$ cat config.mk
export PLATFORM = sky130hd
export DESIGN_NAME = bcd_updown_counter
export DESIGN_NICKNAME = d
export VERILOG_FILES = /design/src/rtl/bcd_updown_counter.sv
export SDC_FILE = /design/constraint.sdc
export NUM_CORES = 1
export LEC_CHECK = 0
export ABC_AREA = 1
export CAP_MARGIN = 20
export CORE_AREA = 4 4 41 43
export CTS_BUF_LIST = sky130_fd_sc_hd__clkbuf_2 sky130_fd_sc_hd__clkbuf_4 sky130_fd_sc_hd__clkbuf_8
export DETAILED_ROUTE_END_ITERATION = 12
export DIE_AREA = 0 0 45 47
export GPL_TIMING_DRIVEN = 0
export PLACE_DENSITY = 0.68
export SLEW_MARGIN = 10
export SYNTH_ARGS = -nofsm -noshare
export SYNTH_HDL_FRONTEND = slang
export SYNTH_SLANG_ARGS = --single-unit
$ cat constraint.sdc
create_clock -name clk -period 1.3 [get_ports clk]
set_clock_uncertainty 0.15 [all_clocks]
set_input_delay 0.13 -clock clk [delete_from_list [all_inputs] [get_ports clk]]
set_output_delay 0.13 -clock clk [all_outputs]
set_load 0.02 [all_outputs]
$ cat src/rtl/bcd_updown_counter.sv
// Modulo-(MAX_COUNT+1) up/down counter with load, terminal count and wrap pulse.
// Define BCD_COUNTER_GRAY_OUT_EN to add a registered Gray-coded copy of count.
module bcd_updown_counter #(
  parameter int WIDTH     = 4,
  parameter int MAX_COUNT = 9,
  parameter int SATURATE  = 0
) (
  input  logic             clk,
  input  logic             rst,
  input  logic             en,
  input  logic             up,
  input  logic             load,
  input  logic [WIDTH-1:0] load_val,
  output logic [WIDTH-1:0] count,
  output logic             tc,
  output logic             wrap
`ifdef BCD_COUNTER_GRAY_OUT_EN
  ,
  output logic [WIDTH-1:0] gray
`endif
);

  localparam logic [WIDTH-1:0] MAX_V = MAX_COUNT[WIDTH-1:0];

  logic [WIDTH-1:0] count_q, count_d;
  logic             wrap_q, wrap_d;

  always_comb begin
    count_d = count_q;
    wrap_d  = 1'b0;
    if (load) begin
      count_d = (load_val > MAX_V) ? MAX_V : load_val;
    end else if (en) begin
      if (up) begin
        if (count_q < MAX_V) begin
          count_d = count_q + 1'b1;
        end else if (count_q == MAX_V) begin
          if (SATURATE == 0) begin
            count_d = '0;
            wrap_d  = 1'b1;
          end
        end else begin
          // Out-of-range state recovers to zero without flagging a wrap.
          count_d = '0;
        end
      end else begin
        if (count_q != '0) begin
          count_d = count_q - 1'b1;
        end else if (SATURATE == 0) begin
          count_d = MAX_V;
          wrap_d  = 1'b1;
        end
      end
    end
  end

`ifdef BCD_COUNTER_GRAY_OUT_EN
  logic [WIDTH-1:0] gray_q;

  // Gray is derived from count_d so it changes on the same edge as count.
  always_ff @(posedge clk) begin
    if (rst) begin
      gray_q <= '0;
    end else begin
      gray_q <= count_d ^ (count_d >> 1);
    end
  end

  assign gray = gray_q;
`endif

  always_ff @(posedge clk) begin
    if (rst) begin
      count_q <= '0;
      wrap_q  <= 1'b0;
    end else begin
      count_q <= count_d;
      wrap_q  <= wrap_d;
    end
  end

  assign count = count_q;
  assign wrap  = wrap_q;
  assign tc    = en & ((up & (count_q == MAX_V)) | (~up & (count_q == '0)));

endmodule
[After elaboration in Yosys (flattened, before gate mapping)]
Cells that the tools add are included.
Word-level totals
  register bits: 5
  input port bits: 9
  word-level logic and storage cells: 27
Cells by class
  add/subtract/negate cells: 2
  magnitude comparators: 2
  eq/ne operators: 1
  mux-type cells: 10
  bitwise logic cells: 6
  reductions and logical operators: 4
Operators with widths (count)
  $mux W4: 6
  $add A4 B1 Y4 const B: 1
  $eq A4 B4 Y1 const B: 1
  $gt A4 B4 Y1 const B: 1
  $logic_not A4 Y1: 1
  $lt A4 B4 Y1 const B: 1
  $mux W1: 4
  $reduce_bool A4 Y1: 1
  $sub A4 B1 Y4 const B: 1
  $and A1 B1 Y1: 3
  $reduce_or A3 Y1: 1
  $not A1 Y1: 2
  $reduce_bool A2 Y1: 1
  $or A1 B1 Y1: 1

[Longest topological paths before layout]
  depth in word-level cells: 5
  gate-level depth with buffers: 8
  mapped depth without buffers: 8

[Worst setup path after synthesis]
No wires, ideal clock.
  kind: register -> output
  from: register count_q[0] (netlist: count[0])
  to: output tc
  arrival: 1.315 ns
  required time: 1.020 ns
  slack: -0.295 ns
  stages on the path, launching flop included: 7
  path buffers: 0
  cell sequence: dfxtp_1 inv_1 ha_1 nand3_1 inv_1 a31oi_2 nor2_1
Between the ends
  longest elaborated chain between the ends: 4
  elaborated cells on any way between the ends: 6
  those cells by class: eq/ne: 1; bitwise: 4; reduce/logical: 1
RTL lines
  start, declared: RTL line 25  | logic [WIDTH-1:0] count_q, count_d;
  start signal, assigned: RTL line 77  | count_q <= count_d;
  $eq A4 B4 Y1 / $logic_not A4 Y1 (equally long branches): RTL line 84  | assign tc = en & ((up & (count_q == MAX_V)) | (~up & (count_q == '0)));
  $and A1 B1 Y1: RTL line 84
  $or A1 B1 Y1 *: RTL line 84
  $and A1 B1 Y1 *: RTL line 84
  end, declared: RTL line 15  | output logic tc,
Mark *: on every way between the ends. The rest lies on a longest branch, timed or not.

[Worst setup path in the final report]
Same ends and word-level chain as after synthesis.

==> flow_summary.toml <==
[timing]
tns_ps = -562
hold_viol = 0
relSlewSlack_pct = 78.3
slew_violations = 0
setup_viol = 4
tightest_slew_ps = 326
fin_ws_ps = -253
fin_crit_ps = 1550
fin_crit_sh_pct = 119
rsz0062_at_grt = "true"
max_freq_mhz = 644

[placed_design]
globalplace.congestion = 0.840
place_area_um2 = 678
place_ws_ps = -751
portBuffers = 14
dpl.hpwl_um = 946

[synthesis]
synth_area_um2 = 485
ys_seq_area_share_pct = 20.6
ys_ff_latch = 5
synth_compound_area_share_pct = 14.7
syn_nets = 90
synth_ff_type = "dfxtp_1"
async_flop_share_pct = 0
synth_top_family_by_area = "simple AND/OR/NAND/NOR gates"
synth_edf_count = 0
syn_avg_cell_area_um2 = 6.30
synth.distinct_cells = 21
synth-xor-area-share_pct = 3.61
synth.area.top_cells = "dfxtp_1 (21%), nand2_1 (14%), nand3_1 (12%)"
synth-simple-area-share_pct = 37.4
synth_fa_ha_area_share_pct = 10.3
synth.area.mux_share_pct = 0
yosys_warnings = 0
synth_top_area_share_pct = 20.6
yosys.area.top_type = "dfxtp_1"
syn_inst = 77

[drt]
wl_mm = 1.54
first_pass_iters = 4
drtIter0Drc = 14
vias = 597
drcViolationCount = 0
viasPerCell = 4.98
drtAntennaViolNets = 0
routedWlPerCell_um = 12.8

[floorplanning]
initial_core_util_pct = 37.3
dieArea_mm2 = 0.00212
core_area_mm2 = 0.00130
die_w_um = 45
num_rows = 13
io_pins = 15
fp.dieH_um = 47

[global_routing]
grt_start_max_net_pins = 8
overflow = 0
grt.total_usage_pct = 14.4
antenna_found_initial = 0
grt_pass1_vias = 526
grt_first_pass_wirelength_mm = 2.17

[hold_path]
min-delay-path-class = "input port to flop"
hold_path.startpoint = "rst"
whs_endpoint = "count[1]"
min_path_cells = 2

[cts]
cts-root-buf = "clkbuf_4"
clock_latency_ps = 250
cts_tree = "built"
numCtsBuffers = 3
htreeDepth = 1
clk_pin_slew_ps = 40
hold_buffers = 0
clockBufferDepth = 2
cts_sinks = 5

[critical_path]
crit_type = "flop to primary output"
critical_path.startpoint = "count[0]"
cp-start-kind = "flop"
critPathCaptureType = "primary output"
reg2reg_from = "count[0]"
r2r_end = "count[3]"
r2r_setup_slack_ps = -140
required_ps = 1020
arrival_ps = 1270
ff2ff_path_depth = 10
worstPathMaxFanout = 3

[layout]
fin_util_pct = 68.9
nNetsFinal = 119
fill_cells = 111
multi_input_area_um2 = 429
n_antenna_cell = 0
register_area_um2 = 113
final_area_um2 = 897
drive_above_1_share_pct = 45.7
syn_to_final_growth_pct = 84.8

[flow_run]
max_cap_viol_count = 0

[power]
leakage_nw = 0.405
vdd_ir_drop_max_mv = 0.640
power.density_mw_per_mm2 = 814
finalPower_w = 0.000731

[outcome]
status = "complete, but fails checks"
violations = "setup timing"
final cells by class:
class                      instances  share of cell area, %
buffer                             1                   1.26
clock buffer                       4                   3.35
inverter                          13                   7.11
multi-input combinational         58                   47.8
sequential                         5                   12.6
tap                               15                   2.09
timing repair buffer              24                   25.8
sequential cells by signal, summed over array words and instances, names as in the netlist:
register and count:
wrap 1, count 4
metal layers:
metal  GRT usage (%)  share of wire (%)  vias up
met2            26.8                 51       21
li1                -                  -      310
met1            15.2                 43      264
met5               0                  0        -
met3            5.75                5.7        2
met4            3.51               0.13        0
metrics by stage:
stage | hold slack [ps] | std cells
final | 362 | 120
after detailed placement | 447 | 106
after global routing | 362 | 120
after global placement | 452 | 106
after floorplan | 33.3 | 77
after CTS | 339 | 116
how the worst max path moves through the flow:
| stage | to | slack [ps] | cells past startpoint |
|---|---|---|---|
| finish | tc | -250 | 7 |
| global route | tc | -310 | 7 |
| CTS | tc | -260 | 7 |
| detailed placement | tc | -750 | 7 |
| global placement | tc | -760 | 7 |
| floorplan | count[2] | 0.8 | 7 |
power breakdown:
| part | switching (W) | internal (W) |
|---|---|---|
| Combinational | 0.000176 | 0.000168 |
| Sequential | 0.0000165 | 0.000164 |
| Clock | 0.0000694 | 0.000137 |
Yosys cell counts, types with 2 or more instances:
library cell / count
a21oi_1: 3
dfxtp_1: 5
ha_1: 4
inv_1: 8
inv_2: 4
nand2_1: 18
nand3_1: 12
nor2_1: 5
o21ai_0: 5
o21ai_1: 2
kinds of logic after synthesis:
kind of cell | Yosys count
AOI/OAI and AO/OA | 12
xor gates and xnor gates | 2
adders and majority gates | 4
buffers and inverters | 14
DFF | 5
and+or+nand+nor | 40
timing repair:
item | in CTS | in global routing
endpoints found under the setup margin | 9 | 7
pin swaps | 5 | 8
hold endpoints to repair | 0 | 0
setup buffers | 6 | 4
resized for setup | 29 | 12
cell usage in the layout, fill, tap and decap left out, drive strengths merged:
master,synthesis,layout
clkdlybuf4s50,0,7
nor2,6,6
clkdlybuf4s15,0,2
clkbuf,0,4
a21oi,4,4
a31oi,1,1
xor2,1,1
ha,4,4
nor3,1,1
inv,13,13
nand4,1,1
dlygate4sd2,0,4
buf,1,12
nand2,20,20
dfxtp,5,5
o21ai,7,7
nand3,12,12
xnor2,1,1
critical path, cell delays in order, from the launching register on:
cell	delay [ps]
dfxtp_4	370
inv_4	40
ha_4	160
nand3_4	70
inv_4	40
a31oi_4	170
nor2_4	40
buf_6	120
Note: power is estimated with default switching activity, not from simulation.
